### src/rtl/coeff_block_builder.sv
`timescale 1ns/1ps
// Expands decoded (run, size, value) tokens into 64 zigzag-ordered coefficients per 8x8 block,
// with per-component DC prediction and valid/ready handshakes on both sides.
module coeff_block_builder #(
    parameter int NUM_COMP = 3
) (
    input  logic               clk,
    input  logic               reset,
    input  logic               in_valid,
    output logic               in_ready,
    input  logic [3:0]         in_run,
    input  logic [3:0]         in_size,
    input  logic signed [11:0] in_value,
    input  logic [1:0]         in_comp,
    input  logic               pred_clear,
    output logic               out_valid,
    input  logic               out_ready,
    output logic signed [11:0] out_coeff,
    output logic [5:0]         out_index,
    output logic               out_last,
    output logic [1:0]         out_comp,
    output logic               err
);

    // state   | meaning
    // S_TOKEN | waiting for a token (DC when pos == 0, AC otherwise)
    // S_RUN   | emitting a zero run, then the pending value if any
    // S_FLUSH | zero fill through index 63 after EOB or overflow
    typedef enum logic [1:0] {S_TOKEN, S_RUN, S_FLUSH} state_t;

    localparam logic [2:0] NUM_COMP_L = 3'(NUM_COMP);

    state_t             state_q, state_d;
    logic [6:0]         pos_q, pos_d;
    logic [3:0]         rem_q, rem_d;
    logic               has_val_q, has_val_d;
    logic signed [11:0] val_q, val_d;
    logic               out_valid_q, out_valid_d;
    logic signed [11:0] out_coeff_q, out_coeff_d;
    logic [5:0]         out_index_q, out_index_d;
    logic               out_last_q, out_last_d;
    logic [1:0]         out_comp_q, out_comp_d;
    logic               err_q, err_d;
    logic signed [11:0] pred_q [NUM_COMP];
    logic signed [11:0] pred_d [NUM_COMP];

    logic               adv, accept, is_end, comp_bad, is_eob_like, ovf, emit;
    logic [1:0]         comp_sel;
    logic signed [11:0] pred_sel, dc_add, dc_coeff, emit_coeff;
    logic [12:0]        dc_sum;
    logic [4:0]         tok_len;

    assign adv       = !out_valid_q || out_ready;
    assign in_ready  = !reset && (state_q == S_TOKEN) && adv;
    assign accept    = in_valid && in_ready;
    assign out_valid = out_valid_q;
    assign out_coeff = out_coeff_q;
    assign out_index = out_index_q;
    assign out_last  = out_last_q;
    assign out_comp  = out_comp_q;
    assign err       = err_q;

    always_comb begin
        is_end   = (pos_q == 7'd63);
        comp_bad = ({1'b0, in_comp} >= NUM_COMP_L);
        comp_sel = comp_bad ? 2'd0 : in_comp;
        pred_sel = '0;
        for (int c = 0; c < NUM_COMP; c++) begin
            if (comp_sel == 2'(c)) pred_sel = pred_q[c];
        end
        // A restart pulse coinciding with a DC token means that token predicts from zero.
        if (pred_clear) pred_sel = '0;
        dc_add = (in_size != 4'd0) ? in_value : 12'sd0;
        dc_sum = {pred_sel[11], pred_sel} + {dc_add[11], dc_add};
        if (dc_sum[12] != dc_sum[11]) dc_coeff = dc_sum[12] ? 12'sh800 : 12'sh7ff;
        else                          dc_coeff = dc_sum[11:0];
        tok_len     = (in_size == 4'd0) ? 5'd16 : ({1'b0, in_run} + 5'd1);
        ovf         = ({2'b00, tok_len} + pos_q) > 7'd64;
        is_eob_like = (in_size == 4'd0) && (in_run != 4'd15);
    end

    always_comb begin
        state_d     = state_q;
        pos_d       = pos_q;
        rem_d       = rem_q;
        has_val_d   = has_val_q;
        val_d       = val_q;
        out_valid_d = out_valid_q;
        out_coeff_d = out_coeff_q;
        out_index_d = out_index_q;
        out_last_d  = out_last_q;
        out_comp_d  = out_comp_q;
        err_d       = err_q;
        pred_d      = pred_q;
        emit        = 1'b0;
        emit_coeff  = '0;
        if (pred_clear) begin
            for (int c = 0; c < NUM_COMP; c++) pred_d[c] = '0;
        end
        if (adv) begin
            out_valid_d = 1'b0;
            case (state_q)
                S_TOKEN: begin
                    if (accept) begin
                        emit = 1'b1;
                        if (pos_q == 7'd0) begin
                            emit_coeff = dc_coeff;
                            out_comp_d = comp_sel;
                            err_d      = err_q | comp_bad;
                            for (int c = 0; c < NUM_COMP; c++) begin
                                if (comp_sel == 2'(c)) pred_d[c] = dc_coeff;
                            end
                        end else if (is_eob_like || ovf) begin
                            // Size-0 tokens other than EOB/ZRL are malformed; flush like EOB.
                            err_d   = err_q | (is_eob_like ? (in_run != 4'd0) : 1'b1);
                            state_d = is_end ? S_TOKEN : S_FLUSH;
                        end else begin
                            has_val_d = (in_size != 4'd0);
                            val_d     = in_value;
                            rem_d     = 4'(tok_len - 5'd1);
                            if (tok_len == 5'd1) emit_coeff = in_value;
                            else                 state_d    = S_RUN;
                        end
                    end
                end
                S_RUN: begin
                    emit  = 1'b1;
                    rem_d = rem_q - 4'd1;
                    if (rem_q == 4'd1) begin
                        state_d = S_TOKEN;
                        if (has_val_q) emit_coeff = val_q;
                    end
                end
                S_FLUSH: begin
                    emit = 1'b1;
                    if (is_end) state_d = S_TOKEN;
                end
                default: state_d = S_TOKEN;
            endcase
            if (emit) begin
                out_valid_d = 1'b1;
                out_coeff_d = emit_coeff;
                out_index_d = pos_q[5:0];
                out_last_d  = is_end;
                pos_d       = is_end ? 7'd0 : (pos_q + 7'd1);
            end
        end
    end

    always_ff @(posedge clk or posedge reset) begin
        if (reset) begin
            state_q     <= S_TOKEN;
            pos_q       <= '0;
            rem_q       <= '0;
            has_val_q   <= 1'b0;
            val_q       <= '0;
            out_valid_q <= 1'b0;
            out_coeff_q <= '0;
            out_index_q <= '0;
            out_last_q  <= 1'b0;
            out_comp_q  <= '0;
            err_q       <= 1'b0;
            for (int c = 0; c < NUM_COMP; c++) pred_q[c] <= '0;
        end else begin
            state_q     <= state_d;
            pos_q       <= pos_d;
            rem_q       <= rem_d;
            has_val_q   <= has_val_d;
            val_q       <= val_d;
            out_valid_q <= out_valid_d;
            out_coeff_q <= out_coeff_d;
            out_index_q <= out_index_d;
            out_last_q  <= out_last_d;
            out_comp_q  <= out_comp_d;
            err_q       <= err_d;
            for (int c = 0; c < NUM_COMP; c++) pred_q[c] <= pred_d[c];
        end
    end

endmodule

### config.mk
export PLATFORM = sky130hd
export DESIGN_NAME = coeff_block_builder
export DESIGN_NICKNAME = d
export VERILOG_FILES = /design/src/rtl/coeff_block_builder.sv
export SDC_FILE = /design/constraint.sdc
export NUM_CORES = 1
export LEC_CHECK = 0
export BUFFER_PORTS_ARGS = -buffer_cell sky130_fd_sc_hd__buf_2
export CAP_MARGIN = 10
export CORE_UTILIZATION = 40
export DETAILED_ROUTE_END_ITERATION = 10
export SLEW_MARGIN = 25
export SYNTH_ARGS = -nofsm -noshare
export SYNTH_HDL_FRONTEND = slang
export SYNTH_SLANG_ARGS = --single-unit
### constraint.sdc
create_clock -name clk -period 3.33 [get_ports clk]
set_input_delay 0.333 -clock clk [delete_from_list [all_inputs] [get_ports clk]]
set_output_delay 0.333 -clock clk [all_outputs]
set_load 0.02 [all_outputs]
==> results.json, run 1 <==
{
  "finalCriticalPeriod_ns": 3.20,
  "regArea_sq_um": 2130,
  "io_pins": 51,
  "vias_per_cell": 5.58,
  "powerDensity_nw_per_um2": 576,
  "drt_iter0_markers": 230,
  "synth-edff-count": 0,
  "worstSkewPairLatency_ns": 0.35,
  "syn_to_final_growth_pct": 21.6,
  "worstSetupEndpointType": "register",
  "gp_congestion": 0.884,
  "die_x_microns": 119,
  "final_common_cell": "dfrtp_1",
  "grt_max_degree": 86,
  "power.total_mw": 3.85,
  "routedWlPerCell_microns": 17.0,
  "avgSynthCellArea_sq_um": 9.17,
  "syn_area_sq_um": 5500,
  "ys_seq_elements": 85,
  "drc": 0,
  "finalCritPeriodShare_pct": 96.0,
  "final_layout_size_suffix_gt1_share_pct": 25.4,
  "slew_headroom_pct": 45.6,
  "fp.dieH_microns": 119,
  "rows": 42,
  "worst_ep_required_time_ns": 3.55,
  "via_count": 4828,
  "cts_tree": "built",
  "crit_arrival_ns": 3.42,
  "worst_slack_ns": 0.134,
  "drv_cap": 0,
  "ir_drop_mv": 0.322,
  "totalWireLength_microns": 14700,
  "syn_nets": 661,
  "fmax_ghz": 0.313,
  "fin_setup_tns_ns": 0,
  "gr-usage-all-layers_pct": 21.1,
  "yosys.area.top_type_share_pct": 38.7,
  "fillers": 1269,
  "h-tree-depth": 3,
  "antennaDiodeCount": 0,
  "synthTopCellsByArea": "dfrtp_1 (39%), ha_1 (7.3%), nand3b_1 (5.0%)",
  "worst_hold_slack_ns": 0.218,
  "drtPass1Iterations": 5,
  "final_cell_mix": "dfrtp_1 (85), buf_4 (51), buf_2 (50)",
  "yosysSeqAreaShare_pct": 38.7,
  "setup_viol": 0,
  "ys_types": 70,
  "finalHoldViolCount": 0,
  "status": "complete, no violations",
  "grt_pass1_wl_microns": 23700,
  "ant_nets": 0,
  "dpl.hpwl_microns": 10500,
  "async_flop_share_pct": 100,
  "numCtsBuffers": 9,
  "fp.coreArea_sq_um": 13300,
  "start_util_pct": 41.2,
  "io_buffers": 50,
  "tightest_slew_ns": 0.816,
  "synth_top_area_cell": "dfrtp_1",
  "min_path_type": "input port to async pin",
  "path_class": "input port to register",
  "dpl_worst_slack_ns": -0.325,
  "final_util_pct": 50.1,
  "ys_warn_count": 0,
  "ys.flop_type": "dfrtp_1",
  "synthCells": 600,
  "grt_pass1_vias": 4981,
  "skew_ns": 0.00632,
  "multi_input_area_sq_um": 3150,
  "clock-sinks": 85,
  "antenna_found_initial": 0,
  "slew_violations": 0,
  "clk_path_buf_depth": 2,
  "p_leak_nw": 3.11,
  "worst_setup_path_start_kind": "input port",
  "final_net_count": 746,
  "crit_fanout": 7,
  "cts_root_buffer": "clkbuf_16",
  "die_area_sq_um": 14200,
  "grt-ovfl-total": 0,
  "path_clk_slew_ns": 0.07
}
## worst max-delay path: stages
cell and delay [ns]:
buf_2 0.12, buf_4 0.13, inv_1 0.04, ha_1 0.17, nor2b_1 0.05, buf_4 0.16, buf_4 0.15, a22oi_1 0.14
nor2_1 0.05, a21oi_1 0.13, nor2_1 0.06, ha_1 0.32, or2_2 0.33, o311a_4 0.15, a21oi_4 0.18, buf_6 0.13
nor4bb_2 0.04, a311o_1 0.38, a21oi_2 0.23, o21ai_1 0.10
## cells by family after synthesis
family / after synthesis / synth area share (%)
multiplexers: 15 / 3.66
flip-flops: 85 / 38.7
AO/OA/AOI/OAI: 166 / 19.9
XOR/XNOR: 15 / 2.39
adder cells (fa/ha/maj): 34 / 8.00
buffers and inverters: 65 / 5.32
AND/OR/NAND/NOR: 220 / 22.1
## state kept, by name (all words and copies together) (netlist names)
signal / cells
out_coeff: 12
out_valid: 1
pos_q: 7
out_comp: 2
val_q: 12
pred_q: 36
out_index: 6
rem_q: 4
state_q: 2
has_val_q: 1
err: 1
out_last: 1
## metal layers
layer	vias to the layer above	global-route usage [%]	routed length [microns]
li1	2320	-	-
met1	2361	24.2	6210
met2	112	37.9	7420
met3	35	4.74	563
met4	0	8.28	500
met5	-	0	0
## what timing repair did
item | CTS | global route
gates resized for setup | 0 | 17
hold buffers | 0 | 0
buffers inserted | 0 | 3
setup endpoints to repair | 0 | 44
## metrics by stage
step	area, sq um	instances
after floorplan	5510	600
after global placement	6270	847
after detailed placement	6270	847
after CTS	6600	863
after global routing	6690	866
final	6690	866
## power breakdown
part           switching [mW]  internal, mW  leakage (nW)
combinational           0.768         0.560          1.85
clock                   0.434         0.679         0.152
sequential              0.170          1.24          1.11
total                    1.37          2.48          3.11
## synth_stat cells, types with 5 or more instances
master    number
nand2_1       47
xnor2_1       13
clkbuf_1      18
nor3_1         6
and2_1        14
a22oi_1       19
a21o_1         5
nor2b_1        6
and3_1         6
mux2_4        10
buf_2          9
nand3b_1      37
nand3_1       16
dfrtp_1       85
ha_1          32
inv_1         31
o21ai_0       27
nor2_1        41
a21oi_2       10
a21oi_1       28
nand2_2        6
nand4_1       17
o21ai_1       37
## final cells by class
| cell class | instances | area share (%) |
|---|---|---|
| tap | 176 | 3.29 |
| inverter | 31 | 1.80 |
| multi-input combinational | 450 | 47.1 |
| clock buffer | 11 | 3.63 |
| clock inverter | 5 | 1.25 |
| timing repair buffer | 108 | 11.2 |
| sequential | 85 | 31.8 |
## worst paths after layout
| kind | start | endpoint | slack, ns | cells after the start |
|---|---|---|---|---|
| max in group asynchronous | reset | val_q[4] | 2.51 | 3 |
| setup / recovery | in_comp[1] | pred_q[34] | 0.13 | 20 |
| min in group clk | in_value[5] | val_q[5] | 0.25 | 2 |
| hold / removal | reset | has_val_q | 0.22 | 3 |
| hold reg to reg | out_index[3] | out_index[3] | 0.47 | 2 |
| setup reg to reg | pred_q[12] | pred_q[34] | 0.46 | 15 |
Power figures use the tool's default switching activity.
==> run 2, diff against run 1 <==
--- a/config.mk
+++ b/config.mk
@@ -5,6 +5,7 @@
 export SDC_FILE = /design/constraint.sdc
 export NUM_CORES = 1
 export LEC_CHECK = 0
+export ABC_AREA = 1
 export BUFFER_PORTS_ARGS = -buffer_cell sky130_fd_sc_hd__buf_2
 export CAP_MARGIN = 10
 export CORE_UTILIZATION = 40
==> constraint.sdc (replaced) <==
create_clock -name clk -period 2.87 [get_ports clk]
set_input_delay 0.287 -clock clk [delete_from_list [all_inputs] [get_ports clk]]
set_output_delay 0.287 -clock clk [all_outputs]
set_load 0.02 [all_outputs]
==> run 2 against run 1 <==
Synthesized cell count increased by 31%. Area after synthesis increased by 3.9%. Clock power increased by 13%. Critical path depth increased by 5. Clock-buffer cell count decreased by 1. Critical path type unchanged. Largest power group is now combinational cells. Highest routed layer unchanged.
==> results.json, run 2 <==
{
  "status": "complete, no violations",
  "setup_viol": 0,
  "ys_warn_count": 0,
  "synth_top_area_cell": "dfrtp_1",
  "path_clk_slew_ns": 0.06,
  "use_met3_pct": 4.31,
  "skew_ns": 0.00692,
  "die_x_microns": 122,
  "grt_pass1_vias": 5001,
  "finalCritPeriodShare_pct": 95.6,
  "ir_drop_mv": 0.301,
  "finalHoldViolCount": 0,
  "async_flop_share_pct": 100,
  "crit_arrival_ns": 2.99,
  "via_count": 5385,
  "syn_to_final_growth_pct": 25.8,
  "stdcell_count": 1086,
  "final_cell_mix": "nand2_1 (252), dfrtp_1 (85), inv_1 (79)",
  "critPathSlowestCell": "fa_2",
  "worst_setup_path_start_kind": "input port",
  "grt_max_degree": 66,
  "top_usage_layer": "met2",
  "worstSkewPairLatency_ns": 0.35,
  "drv_cap": 0,
  "worst-r2r-setup-slack_ns": 0.35,
  "drtPass1Iterations": 5,
  "p_leak_nw": 3.87,
  "worstSetupEndpointType": "register",
  "cp_common_cell": "nand2_1",
  "critPathTopFamily": "simple AND/OR/NAND/NOR gates",
  "fmax_ghz": 0.365,
  "avgSynthCellArea_sq_um": 7.29,
  "final_layout_size_suffix_gt1_share_pct": 25.8,
  "fillers": 1357,
  "yosys.area.top_type_share_pct": 37.2,
  "fp.coreArea_sq_um": 13900,
  "synthTopCellsByArea": "dfrtp_1 (37%), nand2_1 (17%), ha_1 (7.0%)",
  "syn_area_sq_um": 5720,
  "numCtsBuffers": 9,
  "ys_seq_elements": 85,
  "cts_root_buffer": "clkbuf_16",
  "path_class": "input port to register",
  "ys_types": 41,
  "ys.flop_type": "dfrtp_1",
  "timing.rr.start": "pred_q[12]",
  "grt_use_met2_pct": 35.9,
  "rsz0062_at_grt": "yes",
  "rows": 43,
  "powerDensity_nw_per_um2": 710,
  "synthCells": 784,
  "slew_headroom_pct": 52.9,
  "vias_per_cell": 4.96,
  "grt-ovfl-total": 0,
  "io_pins": 51,
  "drc": 0,
  "gr-usage-all-layers_pct": 22.8,
  "final_util_pct": 51.6,
  "final_net_count": 964,
  "synthTopCellsByCount": "nand2_1 (253), dfrtp_1 (85), inv_1 (82), nand3_1 (59), nor2_1 (58)",
  "die_area_sq_um": 14800,
  "antennaDiodeCount": 0,
  "hp-start": "in_value[7]",
  "syn_nets": 845,
  "synth_most_common_cell": "nand2_1",
  "crit_fanout": 8,
  "drt_iter0_markers": 341,
  "ant_nets": 0,
  "final_common_cell": "nand2_1",
  "tightest_slew_ns": 0.704,
  "fp.dieH_microns": 122,
  "min_path_type": "input port to register",
  "totalWireLength_microns": 16000,
  "synth-edff-count": 0,
  "finalCriticalPeriod_ns": 2.74,
  "cts_tree": "built",
  "slowest_delay_ns": 0.34,
  "grt_pass1_wl_microns": 25800,
  "place_inst": 1066,
  "start_util_pct": 41.0,
  "largest_register_ffs": 36,
  "crit_start": "in_comp[0]",
  "routedWlPerCell_microns": 14.8,
  "use_met1_pct": 31.3,
  "top_register": "pred_q",
  "clk_path_buf_depth": 2,
  "io_buffers": 50,
  "h-tree-depth": 3,
  "antenna_found_initial": 0,
  "dpl.hpwl_microns": 12000,
  "gp_congestion": 0.884,
  "yosysSeqAreaShare_pct": 37.2,
  "worst_ep_required_time_ns": 3.12,
  "slew_violations": 0,
  "clock-sinks": 85,
  "critPathBufInv": 7
}
run 2: cell count changes in the layout (fill, tap and decap cells not counted), sizes merged, moves of 11 or more:
| cell | delta |
|---|---|
| o21ai | -15 |
| inv | +61 |
| nand3b | -37 |
| buf | +26 |
| nor2 | +22 |
| nand2 | +225 |
| nand3 | +45 |
| mux2 | -11 |
| and2 | -14 |
run 2: worst reg2reg max path: cells and delay by family, from the launching register on:
kind / cells / cell delay, ns
AND/OR/NAND/NOR: 12 / 0.99
adder cells (fa/ha/maj): 2 / 0.55
flip-flops: 1 / 0.37
AO/OA/AOI/OAI: 2 / 0.26
buffers and inverters: 3 / 0.22
run 2: worst paths after layout:
check,to,depth (start not counted)
max in group asynchronous,pred_q[3],4
min in group asynchronous,out_valid,3
setup / recovery,out_coeff[8],25
hold reg to reg,out_index[3],2
hold / removal,val_q[7],3
setup reg to reg,out_coeff[8],19
run 2: cells by family after synthesis:
family                     share of synthesized area, %
buffers and inverters                              9.17
adders and majority gates                          7.70
DFF                                                37.2
and+or+nand+nor                                    33.1
xor gates and xnor gates                           1.68
AOI/OAI and AO/OA                                  11.2
run 2: through the flow:
| step | TNS [ns] | hold WS, ns | instance area [sq um] | power, mW | setup slack, ns |
|---|---|---|---|---|---|
| 6_report | 0 | 0.240 | 7190 | 5.11 | 0.128 |
| 5_1_grt | -0.278 | 0.256 | 7190 | 5.47 | -0.0340 |
| 4_1_cts | 0 | 0.234 | 7050 | 5.10 | 0.0623 |
| 3_5_place_dp | -10.40 | 0.316 | 6730 | 3.84 | -0.297 |
| 3_3_place_gp | -7.35 | 0.320 | 6730 | 3.81 | -0.228 |
| 2_1_floorplan | 0 | 0.455 | 5720 | 3.12 | 0.0115 |
run 2: per-layer routing:
metal	up-vias	wire, microns
met5	-	0
met1	2490	7340
met4	0	373
met2	126	7630
met3	20	681
li1	2749	-
run 2: cell type report:
type,count,area (sq um),share of cell area [%]
multi-input cells,578,3180,44.2
clock buffers,10,239,3.32
clock inverters,4,73.8,1.03
well taps,180,225,3.13
repair buffers,135,991,13.8
flip-flops and latches,85,2130,29.6
inverters,94,357,4.96
run 2: power breakdown:
| group | internal (mW) | leakage (nW) | total [mW] | switching [mW] |
|---|---|---|---|---|
| Sequential | 1.45 | 1.12 | 1.64 | 0.195 |
| Clock | 0.776 | 0.154 | 1.25 | 0.478 |
| Combinational | 0.875 | 2.60 | 2.21 | 1.33 |
run 2: repair_timing:
action                                  CTS  global route
endpoints found under the hold margin    20             0
endpoints found under the setup margin    0            45
hold buffers                              1             0
resized for setup                         0            22
buffers inserted                          0             3
==> run 3, diff against run 2 <==
--- a/config.mk
+++ b/config.mk
@@ -5,7 +5,7 @@
 export SDC_FILE = /design/constraint.sdc
 export NUM_CORES = 1
 export LEC_CHECK = 0
-export ABC_AREA = 1
+export ABC_AREA = 0
 export BUFFER_PORTS_ARGS = -buffer_cell sky130_fd_sc_hd__buf_2
 export CAP_MARGIN = 10
 export CORE_UTILIZATION = 40
==> run 3 against run 2 <==
The flow now finishes with violations (setup timing). Highest routed layer unchanged. Sequential cell count did not move. Final cell count fell by 18%. Critical endpoint is now out_coeff[10]. Critical path depth fell by 7. Register-to-register slack got worse by 0.29 ns. Largest power group unchanged.
==> results.json, run 3 (same netlist as run 1, synthesis figures left out) <==
{
  "grt-ovfl-total": 0,
  "clock-sinks": 85,
  "worstRegToRegCells": 13,
  "top_register": "pred_q",
  "largest_register_ffs": 36,
  "dpl.hpwl_microns": 10800,
  "stdcell_count": 892,
  "fillers": 1192,
  "tightest_slew_ns": 0.778,
  "worstSkewPairLatency_ns": 0.34,
  "rsz0062_at_grt": "yes",
  "p_clk_share_pct": 26.3,
  "setup_viol": 55,
  "endpoint": "out_coeff[10]",
  "finalCriticalPeriod_ns": 2.96,
  "fmax_ghz": 0.338,
  "die_x_microns": 119,
  "grt_max_degree": 82,
  "skew_ns": 0.00678,
  "worst-r2r-setup-slack_ns": 0.06,
  "finalCritPeriodShare_pct": 103,
  "crit_start": "in_comp[0]",
  "routedWlPerCell_microns": 17.5,
  "clk_path_buf_depth": 2,
  "place_inst": 858,
  "seq_power_share_pct": 36.0,
  "grt_pass1_vias": 4954,
  "fp.dieH_microns": 119,
  "cts_root_buffer": "clkbuf_16",
  "antennaDiodeCount": 0,
  "status": "finished with violations",
  "worst_setup_path_start_kind": "input port",
  "drt_iter0_markers": 271,
  "p_leak_nw": 3.36,
  "vias_per_cell": 5.58,
  "die_area_sq_um": 14200,
  "final_cell_mix": "dfrtp_1 (85), buf_4 (68), buf_2 (46)",
  "p_sw_share_pct": 36.8,
  "min_path_type": "input port to register",
  "final_util_pct": 54.7,
  "drtPass1Iterations": 5,
  "r2r-end": "out_coeff[10]",
  "p_comb_share_pct": 37.7,
  "worstSetupEndpointType": "register",
  "worst_slack_ns": -0.0853,
  "path_clk_slew_ns": 0.07,
  "antenna_found_initial": 0,
  "powerDensity_nw_per_um2": 626,
  "rows": 42,
  "io_pins": 51,
  "multi_input_area_sq_um": 3530,
  "final_common_cell": "dfrtp_1",
  "path_class": "input port to register",
  "finalHoldViolCount": 0,
  "timing.rr.start": "pred_q[12]",
  "cts_tree": "built",
  "gr-usage-all-layers_pct": 22.7,
  "final_layout_size_suffix_gt1_share_pct": 35.1,
  "via_count": 4980,
  "slew_violations": 0,
  "gp_congestion": 0.830,
  "ant_nets": 0,
  "p_sw_mw": 1.68,
  "crit_arrival_ns": 3.17,
  "fp.coreArea_sq_um": 13300,
  "ir_drop_mv": 0.448,
  "drc": 0,
  "violations": "setup timing",
  "final_net_count": 772,
  "start_util_pct": 41.2,
  "io_buffers": 50,
  "slew_headroom_pct": 48.2,
  "drv_cap": 0,
  "totalWireLength_microns": 15600,
  "numCtsBuffers": 9,
  "syn_to_final_growth_pct": 32.7,
  "intPower_mw": 2.89,
  "h-tree-depth": 3,
  "grt_pass1_wl_microns": 25400,
  "crit_fanout": 7,
  "regArea_sq_um": 2130,
  "worst_ep_required_time_ns": 3.08
}
==> run 3: routing by layer <==
layer	wire length, microns	track usage [%]
met4	80	4.84
met3	731	3.21
met1	7340	32.2
met2	7440	36.6
met5	0	0
==> run 3: worst min path at each step <==
| stage | start | to | depth (start not counted) |
|---|---|---|---|
| 2_1_floorplan | in_value[11] | val_q[11] | 2 |
| 3_3_place_gp | reset | rem_q[0] | 2 |
| 3_5_place_dp | reset | rem_q[0] | 2 |
| 4_1_cts | in_value[11] | val_q[11] | 3 |
| 5_1_grt | in_value[10] | val_q[10] | 2 |
| 6_report | in_value[11] | val_q[11] | 3 |
==> run 3: final cells by class <==
| class | instances | area share, % |
|---|---|---|
| clock buffer | 9 | 3.08 |
| clock inverter | 7 | 1.10 |
| multi-input combinational | 452 | 48.3 |
| timing repair buffer | 132 | 13.7 |
| sequential | 85 | 29.1 |
| inverter | 31 | 1.71 |
| tap | 176 | 3.01 |
==> run 3: metrics by stage <==
stage	hold slack (ns)	total power, mW	setup slack [ns]	area [sq um]	TNS [ns]
after global routing	0.213	4.84	-0.230	7300	-9.09
after detailed placement	0.215	3.21	-0.711	6450	-35.33
final	0.214	4.57	-0.0853	7300	-2.63
after global placement	0.214	3.15	-0.718	6450	-35.03
after floorplan	0.404	2.73	-0.187	5660	-6.76
after CTS	0.195	4.51	-0.0396	7130	-0.246
==> run 3: repair_timing <==
action	in CTS	in global routing
pin swaps	19	22
hold buffers	1	0
resized for setup	49	37
endpoints found under the setup margin	58	64
buffers inserted	7	7
cloned	4	1
hold endpoints to repair	4	0
==> run 3: power by group through the flow <==
stage	Clock [mW]	Combinational, mW	Sequential, mW
final	1.20	1.72	1.65
after floorplan	0	1.05	1.68
after CTS	1.23	1.65	1.63
after global placement	0	1.51	1.64
after detailed placement	0	1.55	1.65
after global routing	1.28	1.89	1.67
==> run 3: critical path, stage by stage <==
cell and delay [ns]:
buf_8 0.09, inv_4 0.03, ha_4 0.25, nor2b_4 0.27, buf_6 0.13, a22oi_1 0.05
nor2_1 0.15, a21oi_1 0.07, nor2_2 0.15, ha_4 0.22, buf_4 0.13, o21ai_1 0.13
nor3_2 0.08, o21ai_2 0.22, nand2b_1 0.17, mux2_4 0.44, a22oi_2 0.20, nand3_1 0.09
